**src/rtl/pseudorand_pkg.sv**
```systemverilog
// ---------------------------------------------------------------------------
// pseudorand_pkg
//   Shared definitions for the PSEUDORAND xorshift datapath: the sequencer
//   state encoding, the 16-bit data word type, the default seed and the
//   default shift triple (7, 9, 8).
//   Revision: 1.0 - initial release
// ---------------------------------------------------------------------------
`default_nettype none

package pseudorand_pkg;

  typedef logic [15:0] word_t;

  typedef enum logic [2:0] {
    IDLE   = 3'd0,
    STEP_A = 3'd1,
    STEP_B = 3'd2,
    STEP_C = 3'd3,
    DONE   = 3'd4
  } state_e;

  localparam word_t C_DEFAULT_SEED = 16'hACE1;
  localparam int    C_SHL_A        = 7;
  localparam int    C_SHR_B        = 9;
  localparam int    C_SHL_C        = 8;

endpackage

`default_nettype wire

```
**src/rtl/xs_stage.sv**
```systemverilog
// ---------------------------------------------------------------------------
// xs_stage
//   One xorshift step, purely combinational: y = x ^ (x shifted by amt).
//   Shifts are 16 bits wide and zero-fill; bits shifted out are lost.
//   Ports:
//     x_i   [15:0]  operand
//     amt_i [3:0]   shift amount
//     dir_i         0 = shift left, 1 = logical shift right
//     y_o   [15:0]  x ^ (x shifted)
//   Revision: 1.0 - initial release
// ---------------------------------------------------------------------------
`default_nettype none

module xs_stage
  import pseudorand_pkg::*;
(
  input  word_t      x_i,
  input  logic [3:0] amt_i,
  input  logic       dir_i,
  output word_t      y_o
);

  assign y_o = dir_i ? (x_i ^ (x_i >> amt_i)) : (x_i ^ (x_i << amt_i));

endmodule

`default_nettype wire

```
**src/rtl/xorshift_seq.sv**
```systemverilog
// ---------------------------------------------------------------------------
// xorshift_seq
//   Sequencing controller for the 16-bit xorshift generator. Holds the state
//   word X and runs X^=X<<A, X^=X>>B, X^=X<<C over three cycles through one
//   shared xs_stage, then presents the result with a one-cycle rnd_valid.
//   Ports:
//     clk, rst_n       clock, asynchronous active-low reset
//     seed_load        load seed_in into X (zero replaced by DEFAULT_SEED);
//                      aborts any sequence, highest priority
//     seed_in  [15:0]  seed value
//     req              request a new word; accepted while ready=1
//     ready            high in IDLE or DONE
//     busy             high in STEP_A/STEP_B/STEP_C
//     rnd_valid        one-cycle pulse in DONE
//     rnd_out  [15:0]  last generated word, held until the next DONE
//   Revision: 1.0 - initial release
// ---------------------------------------------------------------------------
`default_nettype none

module xorshift_seq
  import pseudorand_pkg::*;
#(
  parameter int    SHL_A        = C_SHL_A,
  parameter int    SHR_B        = C_SHR_B,
  parameter int    SHL_C        = C_SHL_C,
  parameter word_t DEFAULT_SEED = C_DEFAULT_SEED
) (
  input  logic        clk,
  input  logic        rst_n,
  input  logic        seed_load,
  input  logic [15:0] seed_in,
  input  logic        req,
  output logic        ready,
  output logic        busy,
  output logic        rnd_valid,
  output logic [15:0] rnd_out
);

  localparam logic [3:0] C_AMT_A = 4'(SHL_A);
  localparam logic [3:0] C_AMT_B = 4'(SHR_B);
  localparam logic [3:0] C_AMT_C = 4'(SHL_C);

  state_e     state_q, state_d;
  word_t      x_q, x_d;
  word_t      rnd_q, rnd_d;
  logic [3:0] stage_amt;
  logic       stage_dir;
  word_t      stage_y;

  // The single shift/XOR stage is steered by the current step.
  always_comb begin
    stage_amt = C_AMT_A;
    stage_dir = 1'b0;
    case (state_q)
      STEP_B: begin
        stage_amt = C_AMT_B;
        stage_dir = 1'b1;
      end
      STEP_C: begin
        stage_amt = C_AMT_C;
        stage_dir = 1'b0;
      end
      default: begin
        stage_amt = C_AMT_A;
        stage_dir = 1'b0;
      end
    endcase
  end

  xs_stage u_xs_stage (
    .x_i   (x_q),
    .amt_i (stage_amt),
    .dir_i (stage_dir),
    .y_o   (stage_y)
  );

  always_comb begin
    state_d = state_q;
    x_d     = x_q;
    rnd_d   = rnd_q;
    if (seed_load) begin
      // A zero seed would lock the generator at zero forever, since every
      // xorshift step is invertible and maps 0 to 0.
      state_d = IDLE;
      x_d     = (seed_in == 16'h0000) ? DEFAULT_SEED : seed_in;
    end else begin
      case (state_q)
        IDLE: begin
          if (req) state_d = STEP_A;
        end
        STEP_A: begin
          x_d     = stage_y;
          state_d = STEP_B;
        end
        STEP_B: begin
          x_d     = stage_y;
          state_d = STEP_C;
        end
        STEP_C: begin
          x_d     = stage_y;
          rnd_d   = stage_y;
          state_d = DONE;
        end
        DONE: begin
          state_d = req ? STEP_A : IDLE;
        end
        default: state_d = IDLE;
      endcase
    end
  end

  always_ff @(posedge clk or negedge rst_n) begin
    if (!rst_n) begin
      state_q <= IDLE;
      x_q     <= DEFAULT_SEED;
      rnd_q   <= 16'h0000;
    end else begin
      state_q <= state_d;
      x_q     <= x_d;
      rnd_q   <= rnd_d;
    end
  end

  // Status outputs are pure decodes of the state register.
  assign ready     = (state_q == IDLE) || (state_q == DONE);
  assign busy      = (state_q == STEP_A) || (state_q == STEP_B) || (state_q == STEP_C);
  assign rnd_valid = (state_q == DONE);
  assign rnd_out   = rnd_q;

endmodule

`default_nettype wire
```
**config.mk**
```make
export PLATFORM = sky130hd
export DESIGN_NAME = xorshift_seq
export DESIGN_NICKNAME = d
export VERILOG_FILES = /design/src/rtl/pseudorand_pkg.sv /design/src/rtl/xs_stage.sv /design/src/rtl/xorshift_seq.sv
export SDC_FILE = /design/constraint.sdc
export NUM_CORES = 1
export LEC_CHECK = 0
export BUFFER_PORTS_ARGS = -buffer_cell sky130_fd_sc_hd__buf_4
export CORE_MARGIN = 10
export CORE_UTILIZATION = 45
export CTS_CLUSTER_DIAMETER = 100
export DETAILED_ROUTE_END_ITERATION = 8
export PLACE_DENSITY_LB_ADDON = 0.05
export SLEW_MARGIN = 5
export SYNTH_ARGS = -nofsm -noshare
export SYNTH_HDL_FRONTEND = slang
export SYNTH_SLANG_ARGS = --single-unit
```
**constraint.sdc**
```tcl
create_clock -name clk -period 2 [get_ports clk]
set_clock_uncertainty 0.05 [all_clocks]
set_input_delay 0.4 -clock clk [delete_from_list [all_inputs] [get_ports clk]]
set_output_delay 0.4 -clock clk [all_outputs]
set_load 0.01 [all_outputs]
```
Yosys cells after proc, flatten, opt, wreduce, memory -nomap -nowiden

Index checks and enable logic that the tools add are counted.

Bits of input ports: 20
Output and inout bits: 19
Logic and storage cells: 31
Flip-flop bits (word level): 35

Bitwise logic cells: 3
Equality and inequality tests: 5
Mux-type cells: 10
Reductions and logical operators: 8
Shift operators: 2

Operators by type and width:

| cell                                                            | number |
|---|---|
| 16-bit 2-to-1 mux                                               | 4 |
| 16-bit bitwise XOR                                              | 2 |
| 16-bit logical NOT                                              | 1 |
| 16-bit by 4-bit << shifter with 16-bit output                   | 1 |
| 16-bit by 4-bit right shift with 16-bit output                  | 1 |
| 3-bit case mux with 5 select lines                              | 1 |
| 4-bit case mux with 2 select lines                              | 1 |
| 3-bit by 2-bit == test with 1-bit output, second input constant | 2 |
| 3-bit 2-to-1 mux                                                | 2 |
| 3-bit by 1-bit == test with 1-bit output, second input constant | 1 |
| 3-bit == test, second input constant                            | 1 |
| 3-bit logical NOT                                               | 1 |
| 1-bit logical OR                                                | 3 |
| 3-bit inequality test, second input constant                    | 1 |
| 3-bit OR reduction                                              | 1 |
| 1-bit 2-to-1 mux                                                | 2 |
| 2-bit AND reduction                                             | 1 |
| 2-bit nonzero test                                              | 1 |
| 1-bit inverter                                                  | 1 |

Depth between registers and ports, before layout

Gate-level depths: netlist of run 1.

Word-level depth: 7
Gate-level depth with buffers: 5
Depth with buffers taken out: 3

Hierarchy

Synthesis of run 1 repeated with hierarchy kept, for this count alone.

Cells, all modules: 365
Area total of the unflattened synthesis: 3570.9 um2

Modules (own cells, without submodules):

| module       | area each (um2) | seq. area each (um2) | times used | cells each |
|---|---|---|---|---|
| xs_stage     | 1936.9          | 0.0                  | 1          | 242 |
| xorshift_seq | 1634.1          | 885.8                | 1          | 123 |

Worst setup path before layout of run 1

OpenSTA, ideal clock, no wires.

Path kind: in2reg
Start point: in seed_load
End point: reg rnd_q[5] (netlist: rnd_out[5])
Slack: 0.579 ns
Library setup time: 0.127 ns
Buffers on the path: 2
Stages on the path: 4
Arrival time: 1.244 ns
Data required time: 1.823 ns
Cells stage by stage: and4bb_1 -> buf_2 -> buf_6 -> mux2_1

Longest elaborated chain between the ends: 2

RTL lines:

| what                          | line                | RTL |
|---|---|---|
| start, declared               | xorshift_seq.sv:30  | `input logic seed_load,` |
| 1-bit inverter (no line)      | --                  |  |
| 2-bit AND reduction (no line) | --                  |  |
| end signal, assigned          | xorshift_seq.sv:120 | `rnd_q <= rnd_d;` |
| end, declared                 | xorshift_seq.sv:45  | `word_t rnd_q, rnd_d;` |

Every way passes these cells.
A chain may end at the register's enable or synchronous reset.

Worst setup path after layout of run 1

Start point: reg state_q[2]
End point: out rnd_valid

Longest elaborated chain between the ends: 1

RTL lines:

| what                   | line                | RTL |
|---|---|---|
| start, declared        | xorshift_seq.sv:43  | `state_e state_q, state_d;` |
| start signal, assigned | xorshift_seq.sv:118 | `state_q <= state_d;` |
| 3-bit == test          | xorshift_seq.sv:127 | `assign rnd_valid = (state_q == DONE);` |
| end, declared          | xorshift_seq.sv:35  | `output logic rnd_valid,` |

Every way passes these cells.

==> impl_results.md, run 1 <==
* Share of post-route cells with drive strength above 1 at 33.8%
* Drt first pass iters at 4
* Slew at the pin closest to its max-slew limit at 0.550 ns
* Ys async rst share at 100%
* DRT met1 WL at 2030 um
* Num Clock Sinks at 35
* GRT overflow at 0
* CP arrival at 1.35 ns
* Synth warnings at 0
* Synth Cell Area at 1840 um^2
* Gr usage total at 13.4%
* Syn avg cell area at around 11 um^2
* Post-Synthesis Cells at 166
* Worst-Skew Late Latency at 0.28 ns
* Total Nets Final at 226
* IO Pins at 39
* Wire length on met2 at 2300 um
* Worst VDD drop at between 0.5 and 0.6 mV
* RSZ-0062 raised after global routing: no
* Synth cell types at 30
* Pin count of the biggest net entering global routing at 36
* Via/cell ratio at ~5.4
* Power per Cell Area at between 1000 and 1500 nW/um^2
* Final Slew Violations at 0
* Die area at ~7000 um^2
* Max FO, Critical Path at 13
* WP data required at 1.55 ns
* WS Path Type: reg2out
* Core ar. at 3970 um^2
* Initial antenna violation count at 0
* Flip-flop and latch area at 886 um^2
* Wire length per cell at 18.0 um
* Startpoint Class: register
* Post-synth top cells: dfrtp_1 (27), xnor2_1 (17), inv_1 (10), nor2_1 (10), mux2i_1 (9)
* #FFs+latches synth at 35
* R2R Setup Slk at ~0.35 ns
* EDFF count, synth at 0
* Area share of the largest cell type after synthesis at 36.7%
* Fmax at 0.557 GHz
* Hold Crit Class: in2async
* CP max stage cell: dfrtp_1
* Post-CTS Hold Fix Bufs at 0
* Hpwl dp at 3400 um
* R2R depth at 3
* Relative slew slack at 63.0%
* Fin crit share at 89.8%
* Crit path time final at approximately 1.8 ns
* Final hold vios at 0
* Port bufs at 38
* Clk pin slew, worst setup/hold paths at 0.07 ns
* CTS Root Cell: clkbuf_8
* DP Area at 2150 um^2
* Row cnt at 23
* Leakage at 0.983 nW
* Worst Setup SP: state_q[2]$_DFFE_PN0P_
* Initial Util at between 40% and 50%
* Max clock buf depth at 2
* R2R Path Start: state_q[2]$_DFFE_PN0P_
* CP max stage delay at slightly above 0.6 ns
* Num CTS Buffers at 5
* Resized cells post-CTS at 0
* GP Congestion at about 0.75
* Via count at 1387
* Top layer used by detailed routing: met4
* Setup bufs post-CTS at 0
* Most common cell in the netlist: dfrtp_1
* Die X at 83.9 um
* H-tree depth at 2
* Antenna Cells at 0
* Main flop type after synthesis: dfrtp_1
* Max-Cap Viols at 0
* DRT antenna net count at 0
* Area of the multi-input gates at 837 um^2
* Global-route wire length before repair at a little under 8000 um
* Filler cells at 362
* Met3 Wirelength at between 200 and 250 um
* Area grow syn2layout at 22.5%
* Area leader, netlist: dfrtp_1
* Final wirelength at roughly 4600 um
* Top post-synthesis cells by area: dfrtp_1 (37%), dfstp_2 (11%), xnor2_1 (8.1%)
* 1st-iter DRT viols at about 70
* Outcome: completed
* CTS tree: done
* Die Ht at 83.9 um
* Reg2reg end: rnd_out[0]$_DFFE_PN0P_
* Crit-path cells: inv_1 > nor3_1 > buf_4
* Vias in the first global route at 1495
* Setup violators final at 0
* Setup TNS at 0 ns
* Final instance area at 2250 um^2
* Sequential fraction of the synthesis area at around 48%
* CP endpoint kind: output pin
* Synthesized net count at roughly 190
* DRC errors left at 0
-- metal layers --
metal	vias to the layer above	global-route usage (%)
met3	5	3.52
met5	-	0
met1	678	16.6
li1	670	-
met4	0	4.11
met2	34	22.1
-- area by class of cell --
type                       instances  share of cell area [%]
clock buffer                       8                    4.44
multi-input combinational        110                    37.1
tap                               50                    2.78
timing repair buffer              44                    14.7
inverter                          10                    1.67
sequential                        35                    39.3
-- through the flow --
stage | instances | setup slack (ns) | hold WS (ns) | utilization [%] | total power, mW
2_1_floorplan | 166 | 0.579 | 0.0544 | - | 1.47
3_3_place_gp | 249 | 0.262 | 0.327 | 54.2 | 1.84
3_5_place_dp | 249 | 0.0999 | 0.333 | 54.2 | 1.87
4_1_cts | 257 | 0.197 | 0.0260 | 56.7 | 2.44
5_1_grt | 257 | 0.0737 | 0.0411 | 56.7 | 2.56
6_report | 257 | 0.205 | 0.0134 | 56.7 | 2.39
-- sequential cells by signal, summed over array words and instances (netlist names) --
register	count
state_q	3
x_q	16
rnd_out	16
-- cells in the final DEF (no fill, tap or decap), types with 2 or more instances in the layout --
cell type	count
and4bb_1	5
or4_1	4
o211ai_1	4
nor2_1	10
o21ai_0	4
dfstp_2	8
clkbuf_8	7
buf_4	44
o21ai_1	4
mux2_2	5
mux2i_1	9
and4bb_2	2
a21oi_1	8
xnor2_1	17
nor4bb_2	2
a32oi_1	4
nor4_1	4
inv_1	10
mux2_1	3
nand2_1	8
a22oi_1	4
dfrtp_1	27
nor3_1	3
nand3_1	4
or3_1	4
-- cells by family after synthesis --
group | after synthesis | synth area share (%)
AND/OR/NAND/NOR | 47 | 17.2
flip-flops | 35 | 48.2
AO/OA/AOI/OAI | 29 | 10.4
buffers and inverters | 21 | 6.33
XOR/XNOR | 17 | 8.10
multiplexers | 17 | 9.80
-- worst max-delay path by stage --
stage                                   endpoint  slack [ns]
after floorplan           rnd_out[5]$_DFFE_PN0P_        0.58
after detailed placement     x_q[13]$_DFFE_PN1P_         0.1
after CTS                              rnd_valid        0.20
after global placement        x_q[7]$_DFFE_PN1P_        0.26
final                                  rnd_valid        0.20
after global routing                   rnd_valid        0.07
-- worst max-delay path: cells and delay by family (launching register included) --
kind	cells	cell delay, ns
buffers and inverters	2	0.26
DFF	1	0.61
and+or+nand+nor	1	0.20
-- power by group --
group	internal (mW)	switching, mW	total [mW]
registers	0.923	0.149	1.07
logic	0.426	0.340	0.765
clock network	0.314	0.243	0.557
total	1.66	0.732	2.39
(Power assumes the default switching activity.)
==> run 2: changes to the inputs <==
--- a/config.mk
+++ b/config.mk
@@ -11,7 +11,9 @@
 export CTS_CLUSTER_DIAMETER = 100
 export DETAILED_ROUTE_END_ITERATION = 8
 export PLACE_DENSITY_LB_ADDON = 0.05
+export SKIP_LAST_GASP = 1
 export SLEW_MARGIN = 5
 export SYNTH_ARGS = -nofsm -noshare
 export SYNTH_HDL_FRONTEND = slang
+export SYNTH_HIERARCHICAL = 1
 export SYNTH_SLANG_ARGS = --single-unit
==> run 2 against run 1 <==
Highest routed layer unchanged. The flow now finishes with violations (negative setup slack). Sequential share of layout area fell by 23 points. Critical endpoint is now rnd_out[5]$_DFFE_PN0P_. Hold slack got worse by 0.0070 ns. Utilization rose by 16 points. Setup slack got worse by 0.76 ns.
==> impl_results.md, run 2 <==
* Max FO, Critical Path at 9
* Buf/Inv on CP at 3
* Failing checks: negative setup slack
* Row cnt at 32
* CP endpoint kind: register
* Syn avg cell area at ~9.8 um^2
* Post-synth top cells: mux2i_1 (46), dfrtp_1 (27), nand2_1 (27)
* Fin crit share at 128%
* CTS Root Cell: clkbuf_8
* EDFF count, synth at 0
* PnR worst setup slack at -0.559 ns
* Antenna Cells at 0
* Synth cell types at 71
* DP Area at 4720 um^2
* Final wirelength at 14100 um
* Area grow syn2layout at 56.8%
* Reg2reg end: rnd_out[5]$_DFFE_PN0P_
* Commonest non-fill, non-tap cell in the layout: buf_4
* Leakage at 2.69 nW
* Post-Synthesis Cells at 365
* H-tree depth at 2
* Filler cells at between 500 and 600
* Setup WS pre-CTS at -0.583 ns
* Final hold vios at 0
* R2R depth at 9
* Via count at about 3800
* Pin count of the biggest net entering global routing at 36
* Area share of the largest cell type after synthesis at a little under a fifth
* Synthesized net count at about 390
* Core ar. at 7730 um^2
* Hpwl dp at 10200 um
* Crit-path cells: nand3b_4 > buf_12 > buf_4 > mux4_2 > buf_4 > a221oi_4 > o32ai_4 > xor2_2 > mux2_4
* Worst VDD drop at just under 0.8 mV
* Commonest non-fill, non-tap cells in the layout: buf_4 (162), mux2i_1 (38), nand2_1 (26)
* R2R Setup Slk at -0.56 ns
* Ys async rst share at 100%
* Relative slew slack at 70.3%
* GRT overflow at 0
* Drt first pass iters at 4
* Power per Cell Area at 1000 nW/um^2
* Hold Slack at 0.00637 ns
* #FFs+latches synth at 35
* Clk pin slew, worst setup/hold paths at 0.07 ns
* Max-Cap Viols at 0
* Setup violators final at 32
* WS Path Type: reg2reg
* Initial antenna violation count at 0
* IO Pins at 39
* Top Family by Delay on Critical Path: multiplexers
* Crit path time final at 2.56 ns
* Via/cell ratio at roughly 6.0
* Area leader, netlist: dfrtp_1
* GP Congestion at approximately 1.0
* Vias in the first global route at 3712
* WP data required at roughly 2.1 ns
* Synth warnings at 6
* Port bufs at 38
* Die X at ~110 um
* Num Clock Sinks at 35
* DRT antenna net count at 0
* Total Power at around 5.6 mW
* Outcome: complete, but fails checks
* Global-route wire length before repair at 20600 um
* Slew at the pin closest to its max-slew limit at around 0.45 ns
* R2R Path Start: state_q[2]$_DFFE_PN0P_
* Wire length per cell at roughly 23 um
* Die Ht at around 110 um
* Main flop type after synthesis: dfrtp_1
* Synth Cell Area at ~3600 um^2
* DRC errors left at 0
* Num CTS Buffers at 5
* Gr usage total at 22.3%
* Max clock buf depth at 2
* Die area at 11900 um^2
* Total Nets Final at 542
* CP max stage cell: mux4_2
* Share of post-route cells with drive strength above 1 at about three fifths
* Post-CTS Hold Fix Bufs at 0
* RSZ-0062 raised after global routing: yes
* CP arrival at 2.69 ns
* CP max stage delay at 0.44 ns
* Initial Util at ~46%
* Final Slew Violations at 0
* Startpoint Class: register
* Sequential fraction of the synthesis area at 24.8%
* Final instance area at 5600 um^2
* Hold Crit Class: in2async
* Most common cell in the netlist: mux2i_1
* 1st-iter DRT viols at 226
* Top post-synthesis cells by area: dfrtp_1 (19%), mux2i_1 (13%), mux4_2 (8.8%)
* CTS tree: done
* Worst-Skew Late Latency at 0.29 ns
* Fmax at 0.391 GHz
* Crit-path most repeated cell: buf_4
==> run 2: cell count changes in the layout (fill, tap and decap cells not counted), sizes merged, moves of 6 or more <==
| cell | previous run | this run |
|---|---|---|
| xnor2 | 17 | 5 |
| mux2 | 8 | 27 |
| and3 | 0 | 6 |
| mux2i | 9 | 46 |
| a22oi | 4 | 12 |
| nand2 | 8 | 27 |
| o21ai | 8 | 15 |
| and4bb | 7 | 0 |
| xor2 | 0 | 10 |
| mux4 | 0 | 15 |
| buf | 44 | 182 |
| nand3 | 4 | 15 |
| nor2 | 10 | 16 |
==> run 2: worst max path at each step <==
stage                                   end              startpoint  slack (ns)  depth (start not counted)
global placement    rnd_out[13]$_DFFE_PN0P_  state_q[2]$_DFFE_PN0P_       -0.57                          9
CTS                  rnd_out[7]$_DFFE_PN0P_  state_q[2]$_DFFE_PN0P_       -0.50                          9
finish               rnd_out[5]$_DFFE_PN0P_  state_q[2]$_DFFE_PN0P_       -0.56                          9
floorplan            rnd_out[7]$_DFFE_PN0P_  state_q[2]$_DFFE_PN0P_       -0.32                          8
detailed placement      x_q[13]$_DFFE_PN1P_  state_q[1]$_DFFE_PN0P_       -0.58                          9
global route             x_q[7]$_DFFE_PN1P_  state_q[2]$_DFFE_PN0P_       -0.68                         10
==> run 2: kinds of logic after synthesis <==
logic type / count (synthesis) / share of synthesized area (%)
AND/OR/NAND/NOR: 101 / 15.1
buffers and inverters: 51 / 8.06
multiplexers: 88 / 32.2
XOR/XNOR: 15 / 3.68
flip-flops: 35 / 24.8
AO/OA/AOI/OAI: 75 / 16.1
==> run 2: metrics by stage <==
stage          std cells  utilization [%]  setup TNS [ns]
6_report             625             72.5          -14.94
5_1_grt              625             72.5          -17.80
4_1_cts              606             66.2          -13.96
3_5_place_dp         581             61.1          -14.97
3_3_place_gp         581             61.1          -14.11
2_1_floorplan        365                -           -6.86
==> run 2: area by class of cell <==
| cell class | count | area, um^2 | area share (%) |
|---|---|---|---|
| sequential | 35 | 888 | 15.9 |
| multi-input combinational | 280 | 2810 | 50.2 |
| timing repair buffer | 185 | 1610 | 28.8 |
| tap | 102 | 128 | 2.28 |
| clock buffer | 8 | 100 | 1.79 |
| inverter | 15 | 61.3 | 1.09 |
==> run 2: power breakdown <==
part / total (mW) / switching, mW / internal (mW) / leakage, nW
Sequential: 1.21 / 0.250 / 0.964 / 0.424
Clock: 0.570 / 0.256 / 0.314 / 0.0515
Combinational: 3.84 / 1.79 / 2.05 / 2.21
Total: 5.62 / 2.30 / 3.33 / 2.69
==> run 2: timing repair <==
action                                  4_1_cts  5_1_grt
pin swaps                                    13       21
resized for setup                            37       58
buffers inserted                             15       16
endpoints found under the setup margin       32       32
cloned                                        2        3
==> run 2: per-layer routing <==
layer | routed length (um) | vias to the layer above | track usage [%] | part of all wire (%)
met4 | 584 | 0 | 9.13 | 4.2
met2 | 6710 | 194 | 36.3 | 48
met3 | 945 | 44 | 3.07 | 6.7
met1 | 5820 | 1846 | 29.0 | 41
li1 | - | 1683 | - | -
met5 | 0 | - | 0 | 0
